`src/rtl/fifo_sync_wm.sv`:
```
// Synchronous valid/ready FIFO for any depth, including non-power-of-two, with watermark flags and a peak-occupancy register.
// Depth 0 collapses to a combinational passthrough; Pass adds an empty-FIFO bypass path.
module fifo_sync_wm #(
    parameter int unsigned Width             = 16,
    parameter int unsigned Depth             = 4,
    parameter bit          Pass              = 1'b1,
    parameter bit          OutputZeroIfEmpty = 1'b1,
    parameter int          AfThresh          = int'(Depth) - 1,
    parameter int          AeThresh          = 1,
    localparam int unsigned CntW             = (Depth > 0) ? $clog2(Depth + 1) : 1,
    localparam int unsigned PtrW             = (Depth > 1) ? $clog2(Depth) : 1
) (
    input  logic             clock,
    input  logic             reset,
    input  logic             clr_i,
    input  logic             wvalid_i,
    output logic             wready_o,
    input  logic [Width-1:0] wdata_i,
    output logic             rvalid_o,
    input  logic             rready_i,
    output logic [Width-1:0] rdata_o,
    output logic [CntW-1:0]  depth_o,
    output logic             full_o,
    output logic             empty_o,
    output logic             almost_full_o,
    output logic             almost_empty_o,
    output logic [CntW-1:0]  max_depth_o
);

    if (Depth == 0) begin : g_passthru
        // No storage: the producer talks straight to the consumer.
        logic unused_sig;
        assign unused_sig     = ^{clr_i, clock, reset};
        assign rvalid_o       = wvalid_i;
        assign rdata_o        = wdata_i;
        assign wready_o       = rready_i;
        assign depth_o        = '0;
        assign max_depth_o    = '0;
        assign full_o         = 1'b1;
        assign empty_o        = 1'b1;
        assign almost_full_o  = 1'b1;
        assign almost_empty_o = 1'b1;
    end else begin : g_fifo
        if (AfThresh < 1 || AfThresh > int'(Depth)) begin : g_bad_af
            $error("fifo_sync_wm: AfThresh must lie in 1..Depth");
        end
        if (AeThresh < 0 || AeThresh >= int'(Depth)) begin : g_bad_ae
            $error("fifo_sync_wm: AeThresh must lie in 0..Depth-1");
        end

        logic [PtrW-1:0]  wptr_q, wptr_d;
        logic [PtrW-1:0]  rptr_q, rptr_d;
        logic [CntW-1:0]  count_q, count_d;
        logic [CntW-1:0]  max_q, max_d;
        logic [Width-1:0] mem [Depth];

        logic             empty_c;
        logic             full_c;
        logic             rvalid_c;
        logic             bypass_c;
        logic             push_c;
        logic             pop_c;
        logic [Width-1:0] head_c;

        // Explicit wrap at Depth-1 so non-power-of-two depths index correctly.
        function automatic logic [PtrW-1:0] ptr_inc(input logic [PtrW-1:0] p);
            return (p == PtrW'(Depth - 1)) ? '0 : p + PtrW'(1);
        endfunction

        assign empty_c  = (count_q == '0);
        assign full_c   = (count_q == CntW'(Depth));
        assign rvalid_c = empty_c ? (Pass && wvalid_i) : 1'b1;
        // A word forwarded and consumed in the same cycle never touches storage.
        assign bypass_c = Pass && empty_c && wvalid_i && rready_i;
        assign push_c   = wvalid_i && !full_c && !bypass_c;
        assign pop_c    = rready_i && !empty_c;
        assign head_c   = (Pass && empty_c) ? wdata_i : mem[rptr_q];

        always_comb begin
            wptr_d  = wptr_q;
            rptr_d  = rptr_q;
            count_d = count_q;
            max_d   = max_q;
            if (clr_i) begin
                wptr_d  = '0;
                rptr_d  = '0;
                count_d = '0;
                max_d   = '0;
            end else begin
                if (push_c) wptr_d = ptr_inc(wptr_q);
                if (pop_c)  rptr_d = ptr_inc(rptr_q);
                count_d = count_q + CntW'(push_c) - CntW'(pop_c);
                if (count_d > max_q) max_d = count_d;
            end
        end

        always_ff @(posedge clock or negedge reset) begin
            if (!reset) begin
                wptr_q  <= '0;
                rptr_q  <= '0;
                count_q <= '0;
                max_q   <= '0;
            end else begin
                wptr_q  <= wptr_d;
                rptr_q  <= rptr_d;
                count_q <= count_d;
                max_q   <= max_d;
            end
        end

        // Storage array is deliberately left unreset.
        always_ff @(posedge clock) begin
            if (push_c && !clr_i) mem[wptr_q] <= wdata_i;
        end

        assign wready_o       = !full_c;
        assign rvalid_o       = rvalid_c;
        assign rdata_o        = (OutputZeroIfEmpty && !rvalid_c) ? '0 : head_c;
        assign depth_o        = count_q;
        assign full_o         = full_c;
        assign empty_o        = empty_c;
        assign almost_full_o  = (count_q >= CntW'(AfThresh));
        assign almost_empty_o = (count_q <= CntW'(AeThresh));
        assign max_depth_o    = max_q;
    end

endmodule

```
`config.mk`:
```
export PLATFORM = sky130hd
export DESIGN_NAME = fifo_sync_wm
export DESIGN_NICKNAME = d
export VERILOG_FILES = /design/src/rtl/fifo_sync_wm.sv
export SDC_FILE = /design/constraint.sdc
export NUM_CORES = 1
export LEC_CHECK = 0
export BUFFER_PORTS_ARGS = -buffer_cell sky130_fd_sc_hd__buf_4
export CORE_UTILIZATION = 60
export CTS_CLUSTER_DIAMETER = 30
export DETAILED_ROUTE_END_ITERATION = 8
export PLACE_DENSITY = 0.8
export SLEW_MARGIN = 20
export SYNTH_ARGS = -nofsm -noshare
export SYNTH_HDL_FRONTEND = slang
export SYNTH_SLANG_ARGS = --single-unit
```
`constraint.sdc`:
```
create_clock -name clock -period 5.77 [get_ports clock]
set_clock_uncertainty 0.15 [all_clocks]
set_input_delay 1.731 -clock clock [delete_from_list [all_inputs] [get_ports clock]]
set_output_delay 1.731 -clock clock [all_outputs]
set_load 0.05 [all_outputs]
```
# After elaboration in Yosys (flattened, before gate mapping)
# Memories as Yosys holds them, arrays and structs flattened.
# Cells that the tools add are included.
# Widths: inputs -> output; s select.
# totals
ff_bits	10
mem_count	1
output_inout_bits	28
ram_bits	64
# mem_list
name	words	word_bits	rd	rd_ports_with_merged_regs	wr	line_no	rtl
g_fifo.mem	4	16	1	0	1	55	logic [Width-1:0] mem [Depth];
# op_classes
magnitude_cmp	3
mux	14
eq_ne	3
n_addsub	4
n_reduce_logical	14
# op_table
cell	count
$mux 16	2
$mux 2	6
$mux 3	3
$logic_and 1x1->1	6
$reduce_bool 2->1	3
$add 2x1->2 const B	2
$eq 2x2->1 const B	2
$logic_not 1->1	4
$add 3x1->3	1
$eq 3x3->1 const B	1
$ge 3x2->1 const B	1
$gt 3x3->1	1
$le 3x1->1 const B	1
$logic_not 3->1	1
$mux 1	3
$sub 3x1->3	1

# Longest topological paths before layout
# Gate-level depths: netlist (run 1).
# depth
word_depth	10
depth_mapped	14
mapped_depth_nobuf	13

# Worst setup path after synthesis (run 1)
# OpenSTA, ideal clock, no wires.
# synth_path
path_type	input-to-output
from	input wvalid_i
to	output rdata_o[10]
setup_slack_ps	862
n_path_buf	1
path_stages	3
arrival_time_ps	3027
path_cell_list	buf_2 -> nand2_1 -> o21ai_0
# synth_via
elab_chain_cells	2
# synth_lines
item	line_no	rtl
start: declaration	16	input logic wvalid_i,
$mux 1	72	assign rvalid_c = empty_c ? (Pass && wvalid_i) : 1'b1;
$mux 16	118	assign rdata_o = (OutputZeroIfEmpty && !rvalid_c) ? '0 : head_c;
end: declaration	21	output logic [Width-1:0] rdata_o,
# Every way passes these cells.

# Worst setup path in the final report (run 1)
# layout_path
from	input rready_i
to	register g_fifo.max_q[2] (netlist: max_depth_o[2])
# layout_via
elab_chain_cells	7
word_cells_on_any_way	10
cone_classes	add/sub (2); order compare (1); mux (2); reduce/logical (5)
# layout_lines
item	line_no	rtl
start: declaration	20	input logic rready_i,
$logic_and 1x1->1	74	assign bypass_c = Pass && empty_c && wvalid_i && rready_i;
$logic_not 1->1	75	assign push_c = wvalid_i && !full_c && !bypass_c;
$logic_and 1x1->1	75	
$add 3x1->3	92	count_d = count_q + CntW'(push_c) - CntW'(pop_c);
$sub 3x1->3 (*)	92	
$gt 3x3->1 or $mux 3 (tied branches)	93	if (count_d > max_q) max_d = count_d;
$reduce_bool 2->1 (no line) or $mux 3 (tied branches)	n/a	
end signal: assignment	107	max_q <= max_d;
end: declaration	54	logic [CntW-1:0] max_q, max_d;
# Mark *: on every way between the ends. The rest lies on a longest branch, timed or not. The select of a mux whose other input is x is not followed.
# A chain may end at the register's enable or synchronous reset.

==> results of run 1 <==
[critical path: stages]
cell	delay [ns]
buf_4	0.09
nor2_1	0.04
o31ai_2	0.35
ha_1	0.31
inv_1	0.06
ha_1	0.13
inv_1	0.05
fa_1	0.50
inv_1	0.05
ha_1	0.27
nor2b_1	0.14
o21a_1	0.16
o21ai_1	0.24
mux2_2	0.37
[per-stage QoR]
| step | instances | hold WS (ns) | power [uW] | worst slack, ns |
|---|---|---|---|---|
| 4_1_cts | 337 | 0.4577 | 2309 | 1.377 |
| 6_report | 337 | 0.4589 | 2289 | 1.363 |
| 5_1_grt | 337 | 0.4868 | 2415 | 1.192 |
| 2_1_floorplan | 213 | 0.3920 | 1550 | 0.8622 |
| 3_5_place_dp | 321 | 0.4428 | 1820 | 0.9948 |
| 3_3_place_gp | 321 | 0.4288 | 1798 | 1.058 |
[worst paths after layout]
check,endpoint,cells past startpoint,slack [ns]
setup / recovery,max_depth_o[2],14,1.36
hold / removal,g_fifo.wptr_q[0],2,0.46
setup reg to reg,max_depth_o[2],13,1.67
max in group asynchronous,g_fifo.rptr_q[0],1,4.28
min in group asynchronous,max_depth_o[2],1,1.05
hold reg to reg,g_fifo.wptr_q[0],2,0.46
[power groups by stage]
| stage | logic, uW | registers (uW) | clock network, uW |
|---|---|---|---|
| after detailed placement | 1130 | 691 | 0 |
| final | 1120 | 677 | 488 |
| after global placement | 1110 | 689 | 0 |
| after floorplan | 840 | 710 | 0 |
| after global routing | 1210 | 685 | 518 |
| after CTS | 1130 | 679 | 497 |
[area by class of cell]
class / instances / share of cell area
clock buffers: 9 / 0.03170
clock inverters: 7 / 0.03170
inverters: 12 / 0.01153
multi-input cells: 116 / 0.2526
flip-flops and latches: 74 / 0.5559
well taps: 70 / 0.02241
repair buffers: 49 / 0.09414
[per-layer routing]
| metal | up-vias | routed length (um) | track usage |
|---|---|---|---|
| met5 | - | 0 | 0 |
| met2 | 53 | 2729 | 0.3451 |
| li1 | 876 | - | - |
| met3 | 8 | 354 | 0.06481 |
| met4 | 0 | 55 | 0.07819 |
| met1 | 896 | 2240 | 0.2558 |
[Yosys cell counts]
cell type / n
or2_2: 1
nand2_1: 35
nor2b_1: 3
clkbuf_1: 2
nor2_1: 9
or3_1: 3
xor2_1: 2
and2_1: 4
inv_1: 12
buf_6: 1
and2_4: 1
buf_2: 7
xnor2_2: 1
o31ai_2: 1
nand3_1: 2
mux2i_1: 1
a21oi_1: 1
mux4_2: 16
buf_8: 1
ha_1: 12
o21ai_0: 4
dfrtp_1: 10
o21a_1: 1
fa_1: 1
o21ai_1: 14
mux2_2: 3
edfxtp_1: 64
a32o_1: 1
[flip-flops by register name (all words and copies together), names as in the netlist]
| register | count |
|---|---|
| depth_o | 3 |
| g_fifo.mem | 64 |
| g_fifo.rptr_q | 2 |
| g_fifo.wptr_q | 2 |
| max_depth_o | 3 |
[cell families after synthesis]
family,synth area share
AO/OA/AOI/OAI,0.03824
XOR/XNOR,0.01033
adder cells (fa/ha/maj),0.05201
buffers and inverters,0.03480
flip-flops,0.6639
multiplexers,0.1235
AND/OR/NAND/NOR,0.07725
==> flow_summary.toml, run 1 <==
[sta]
report.final.hold_viol_count = 0
fmax_mhz = 226.9
worst_pin_slew_ns = 0.8331
relSlewSlack = 0.4446
setup_viol = 0
finalSetupTns_ns = 0
period_share = 0.7638
rsz0062_at_grt = "false"
final_max_slew_viol_count = 0
period_needed_ns = 4.407

[floorplan]
rows = 26
start_util = 0.6326
die-area_sq_um = 5752
die_w_um = 75.85
core_area_sq_um = 5172
die_h_um = 75.85
pin_count = 49

[setup_path]
worstSetupPathType = "in -> reg"
crit_required_ns = 5.85
cp_max_fo = 5
critPathCaptureType = "flop"
worstSetupStartpointType = "input pin"
startpoint = "rready_i"
cp.arrival_ns = 4.49
crit-reg2reg-launch = "depth_o[1]"

[clock_network]
cts.sinks = 74
clkLatencyLatePin_ns = 0.34
cts_buffer_depth = 2
cts_tree = "built"
cts_inserted_buffers = 9
postCtsSetupRepairBufs = 0
holdBufCountCts = 0
clk_root_buffer_cell = "clkbuf_8"
cts-htree-levels = 3
cts_resized = 0
clkTransAtPathRegs_ns = 0.08

[yosys]
yosysSeqAreaShare = 0.6639
synth.distinct_cells = 28
netlist.area_leader.share = 0.5874
synth_fp_nets = 247
syn_area_sq_um = 3272
syn_avg_cell_area_sq_um = 15.36
ys.warnings.count = 0
yosysTopAreaCell = "edfxtp_1"
syn_inst = 213
synth-seq-cells = 74
synth_area_leaders = "edfxtp_1, mux4_2, dfrtp_1, ha_1, nand2_1"

[placement]
postPlaceCellArea_sq_um = 3659
io_buffers = 48
hpwlAfterDp_mm = 3.505
place_congestion = 0.7609

[power]
power.switching_uw = 974.3
p_int_uw = 1314
comb_power_share = 0.491
power.density_nw_per_um2 = 585.7
power.share.switching = 0.4257
p_leak_uw = 0.001501
vdd_drop_max_v = 0.0004766
power_frac_clock = 0.213
seqPwrFrac = 0.296

[routing]
antenna_left = 0
drt_iter0_markers = 127
vias = 1833
drc_errors = 0
firstDrtPassIters = 4
wire_per_inst_um = 15.96
wirelength_mm = 5.379
avgViaCountPerCell = 5.439

[grt]
grt_pass1_vias = 1755
track_usage = 0.2071
antenna_found_initial = 0
grt-ovfl-total = 0
grt_pass1_wl_mm = 8.231
grt_max_degree = 37

[cells_and_area]
area.sequential_sq_um = 2172
syn2layout_area_growth_pct = 19.43
layout_commonest_cell = "edfxtp_1"
multiInputGateArea_sq_um = 987.2
fillers = 306
final_cell_area_sq_um = 3908
finalCoreUtilization = 0.7554
nets = 296
drive_gt1_frac = 0.3333
most-common-layout-cells = "edfxtp_1, buf_4, nand2_1, mux4_2, o21ai_1"
diodes = 0

[hold_path]
holdCritPathClass = "reg -> reg"
worstHoldStart = "g_fifo.wptr_q[0]"

[flow_run]
cap_viol_max_count = 0

[outcome]
status = "complete, no violations"
Note: power is estimated with default switching activity, not from simulation.
==> run 2: changes to the inputs <==
- CORE_UTILIZATION: 60 -> 56
- PLACE_DENSITY: 0.8 -> 0.76
- clock period: 5.77 -> 4.2 ns (I/O delays scaled with it)
==> run 2 against run 1 <==
Count of clock-buffer cells in the layout stayed put; highest routed layer unchanged; die area is 6.9% higher; power is 33% higher.
==> flow_summary.toml, run 2 (synthesis results as in run 1) <==
[sta]
rsz0062_at_grt = "false"
relSlewSlack = 0.5013
period_share = 0.9016
fmax_mhz = 264.1
final_max_slew_viol_count = 0
finalSetupTns_ns = 0
period_needed_ns = 3.787
setup_viol = 0
report.final.hold_viol_count = 0
hold_ws_ns = 0.4431
worst_pin_slew_ns = 0.7481

[clock_network]
postCtsSetupRepairBufs = 0
cts.sinks = 74
cts_buffer_depth = 2
cts_inserted_buffers = 9
clk_root_buffer_cell = "clkbuf_8"
cts_resized = 0
clkTransAtPathRegs_ns = 0.07
clkLatencyLatePin_ns = 0.34
cts-htree-levels = 3
cts_tree = "built"
holdBufCountCts = 0

[outcome]
status = "complete, no violations"

[floorplan]
core_area_sq_um = 5574
start_util = 0.5870
die_h_um = 78.44
pin_count = 49
die_w_um = 78.44
rows = 27
die-area_sq_um = 6152

[cells_and_area]
final_cells = 347
largest_reg_flops = 64
diodes = 0
syn2layout_area_growth_pct = 19.66
top_register = "g_fifo.mem"
most-common-layout-cells = "edfxtp_1, buf_4, nand2_1, mux4_2, o21ai_1"
layout_commonest_cell = "edfxtp_1"
drive_gt1_frac = 0.3418
nets = 304

[routing]
wire_per_inst_um = 16.30
antenna_left = 0
firstDrtPassIters = 4
drc_errors = 0
highest_layer = "met4"
wirelength_mm = 5.656
drt_iter0_markers = 134
met1_length_mm = 2.529
vias = 1898
met2_length_mm = 2.795
avgViaCountPerCell = 5.470
routed-wl-met3_um = 210

[hold_path]
holdCritPathClass = "reg -> reg"

[grt]
antenna_found_initial = 0
grt_pass1_vias = 1926
grt_pass1_wl_mm = 9.425
grt_max_degree = 36
grt-ovfl-total = 0
track_usage = 0.2152

[setup_path]
critPathCaptureType = "flop"
worstSetupStartpointType = "input pin"
crit_required_ns = 4.28
worstSetupPathType = "in -> reg"
cp.arrival_ns = 3.87
cp_max_fo = 3

[power]
p_leak_uw = 0.001512
finalPower_uw = 3036
vdd_drop_max_v = 0.0006840
power.density_nw_per_um2 = 775.5

[placement]
dp_cells = 331
hpwlAfterDp_mm = 3.657
io_buffers = 48
place_congestion = 0.7538

[flow_run]
cap_viol_max_count = 0
[run 2: per-stage QoR]
stage | util | instance area [sq um] | worst slack [ns]
after global routing | 0.7024 | 3915 | 0.2257
final | 0.7024 | 3915 | 0.4133
after global placement | 0.6676 | 3721 | 0.1155
after floorplan | - | 3272 | 0.1640
after detailed placement | 0.6676 | 3721 | 0.05991
after CTS | 0.7024 | 3915 | 0.4092
[run 2: power breakdown]
part	internal [uW]	leakage [uW]	total, uW	switching, uW
clock network	272	0.0000905	534	262
registers	862	0.000713	912	50.1
logic	563	0.000709	1590	1030
[run 2: layout make-up]
type | count | area (sq um)
clock buffers | 9 | 123.9
clock inverters | 7 | 70.07
fillers | 397 | 1659
inverters | 12 | 45.04
multi-input cells | 116 | 985.9
flip-flops and latches | 74 | 2172
well taps | 72 | 90.09
repair buffers | 57 | 427.9
[run 2: worst paths after layout]
kind,depth (start not counted),end,from,slack (ns)
min in group asynchronous,1,max_depth_o[2],reset,0.58
max in group asynchronous,1,depth_o[0],reset,3.18
setup reg to reg,13,max_depth_o[1],depth_o[1],0.60
hold reg to reg,2,g_fifo.wptr_q[1],g_fifo.wptr_q[1],0.44
hold / removal,2,g_fifo.wptr_q[1],g_fifo.wptr_q[1],0.44
setup / recovery,14,max_depth_o[1],rready_i,0.41
[run 2: worst max-delay path, cell delays in order]
cell and delay (ns):
buf_4 0.09, nor2_1 0.04, o31ai_2 0.22, ha_1 0.28, inv_1 0.05, ha_1 0.13, inv_1 0.05, fa_1 0.50
inv_1 0.05, ha_1 0.29, nor2b_1 0.14, o21a_1 0.16, o21ai_1 0.25, mux2_2 0.37
[run 2: metal layers]
layer / vias to the layer above / track usage
met2: 53 / 0.3228
met5: - / 0
met1: 944 / 0.3047
met4: 0 / 0.1167
met3: 11 / 0.03605
li1: 890 / -
==> run 3: changes to the inputs <==
- ABC_AREA: not set -> 1
- CORE_UTILIZATION: 56 -> 57
==> run 3 against run 2 <==
Die area grew 11%; final area grew 11%; final cell count grew 55%; register-to-register slack gained 0.43 ns; utilization shrank 1.6 points; setup slack gained 0.25 ns; sequential cell count is the same; via count grew 39%; first-iteration DRC count grew 46%.
==> flow_summary.toml, run 3 <==
[setup_path]
cp_common_cell = "nand2_1"
path_cells = "buf_4, o21ai_0, nand2_1, ha_1, inv_1, ha_1, inv_1, fa_1, nand2_1, nand2_1, ha_1, a21oi_1, nand2_1, nand2_1, nand3_1, nand2_1"
worstSetupStartpointType = "input pin"
reg2reg_slack_ns = 1.03
cp.arrival_ns = 3.66
crit_required_ns = 4.32
critPathCaptureType = "flop"
r2r-end = "max_depth_o[1]"
crit-reg2reg-launch = "depth_o[1]"
crit_buf_inv = 3
critPathMaxStageDelay_ns = 0.37
critPathSlowestCell = "fa_1"
worstSetupPathType = "in -> reg"
crit_family = "adder cells"
cp_max_fo = 4
ff2ff_path_depth = 17

[clock_network]
cts_resized = 0
cts_inserted_buffers = 9
cts.sinks = 74
cts_buffer_depth = 2
postCtsSetupRepairBufs = 0
clkLatencyLatePin_ns = 0.34
clkTransAtPathRegs_ns = 0.07
holdBufCountCts = 0
cts-htree-levels = 3
cts_tree = "built"
clk_root_buffer_cell = "clkbuf_8"

[hold_path]
min_path_cells = 2
worstHoldStart = "max_depth_o[2]"
holdCritPathClass = "reg -> reg"
min_to = "max_depth_o[2]"

[sta]
setup_viol = 0
final_max_slew_viol_count = 0
worst_pin_slew_ns = 0.6054
relSlewSlack = 0.5964
hold_ws_ns = 0.3950
rsz0062_at_grt = "false"
period_needed_ns = 3.536
finalSetupTns_ns = 0
period_share = 0.8419
fmax_mhz = 282.8
report.final.hold_viol_count = 0

[yosys]
ys_top_cells_by_count = "inv_1, nand2_1, edfxtp_1"
synth_area_leaders = "edfxtp_1, inv_1, nand2_1, dfrtp_1, nand3_1"
synth.distinct_cells = 22
synth-edff-count = 64
synth-seq-cells = 74
synthArstFlopShare = 0.1351
synthFlopType = "edfxtp_1"
ys.warnings.count = 0
synth_fp_nets = 435
netlist.area_leader.share = 0.5173
syn_area_sq_um = 3715
syn_avg_cell_area_sq_um = 9.264
yosysSeqAreaShare = 0.5847
yosysMostFrequentCell = "inv_1"
yosysTopAreaCell = "edfxtp_1"
syn_inst = 401

[outcome]
status = "complete, no violations"

[floorplan]
start_util = 0.5884
core_area_sq_um = 6314
die_w_um = 82.73
rows = 29
die-area_sq_um = 6844
pin_count = 49
die_h_um = 82.73

[routing]
drt_iter0_markers = 195
avgViaCountPerCell = 4.911
wire_per_inst_um = 12.88
wirelength_mm = 6.929
firstDrtPassIters = 6
vias = 2642
antenna_left = 0
drc_errors = 0

[cells_and_area]
most-common-layout-cells = "inv_1, nand2_1, edfxtp_1, buf_4, nand3_1"
layout_commonest_cell = "inv_1"
diodes = 0
largest_reg_flops = 64
syn2layout_area_growth_pct = 16.64
top_register = "g_fifo.mem"
finalCoreUtilization = 0.6863
drive_gt1_frac = 0.1714
nets = 490

[grt]
track_usage = 0.2278
grt-ovfl-total = 0
grt_max_degree = 34
antenna_found_initial = 0
grt_pass1_wl_mm = 11.10
grt_pass1_vias = 2478

[flow_run]
cap_viol_max_count = 0

[placement]
place_congestion = 0.7949
io_buffers = 48
hpwlAfterDp_mm = 4.415
-- run 3: changes by cell type in the layout (fill, tap and decap cells not counted), moves of 3 or more --
| cell | before | now |
|---|---|---|
| and2_1 | 4 | 0 |
| o21ai_0 | 4 | 19 |
| o21ai_1 | 14 | 1 |
| nor2_1 | 9 | 39 |
| or3_1 | 3 | 0 |
| mux4_2 | 16 | 0 |
| inv_1 | 12 | 87 |
| nand2_1 | 35 | 84 |
| mux2_2 | 3 | 0 |
| nor2b_1 | 3 | 0 |
| or2_0 | 0 | 11 |
| nand3_1 | 2 | 46 |
-- run 3: cell type report --
cell class	count	area (sq um)
Sequential cell	74	2172
Fill cell	501	1981
Multi-Input combinational cell	224	1104
Timing Repair Buffer	58	435.4
Inverter	89	339.1
Clock buffer	11	131.4
Tap cell	77	96.34
Clock inverter	5	55.05
-- run 3: cells by family after synthesis --
group,synth area share
adders and majority gates,0.04581
xor gates and xnor gates,0.002358
DFF,0.5847
AOI/OAI and AO/OA,0.03098
buffers and inverters,0.1182
and+or+nand+nor,0.2179
-- run 3: routing by layer --
metal / vias to the layer above / track usage / wire length (um)
met5: - / 0 / 0
met4: 0 / 0.08966 / 68
met3: 7 / 0.04286 / 321
met2: 61 / 0.3877 / 3389
met1: 1214 / 0.2874 / 3150
li1: 1360 / - / -
-- run 3: through the flow --
step	std cells	setup slack [ns]	instance area [sq um]
final	538	0.6642	4333
after global routing	538	0.4229	4333
after CTS	538	0.6607	4333
after detailed placement	522	0.3237	4146
after global placement	522	0.4853	4146
after floorplan	401	0.6949	3715
-- run 3: worst max-delay path by stage --
stage                           startpoint             end  slack, ns  depth (start not counted)
after global placement            rready_i  max_depth_o[0]       0.49                         16
after global routing              rready_i  max_depth_o[2]       0.42                         16
after detailed placement          rready_i  max_depth_o[1]       0.32                         16
after CTS                 g_fifo.rptr_q[0]     rdata_o[10]       0.66                          7
after floorplan                   rready_i  max_depth_o[0]       0.69                         15
final                             rready_i  max_depth_o[1]       0.66                         16
-- run 3: worst reg2reg max path, delay by kind of cell (launching register included) --
family,cells,cell delay (ns)
simple gates,9,1.07
buf+inv,3,0.17
fa+ha+maj,4,1.09
compound gates,1,0.15
flops,1,0.46
Power of run 3 is left out: the tool's default activity adds up to more than one toggle a clock period on the data nets, which glitch-free logic cannot reach.
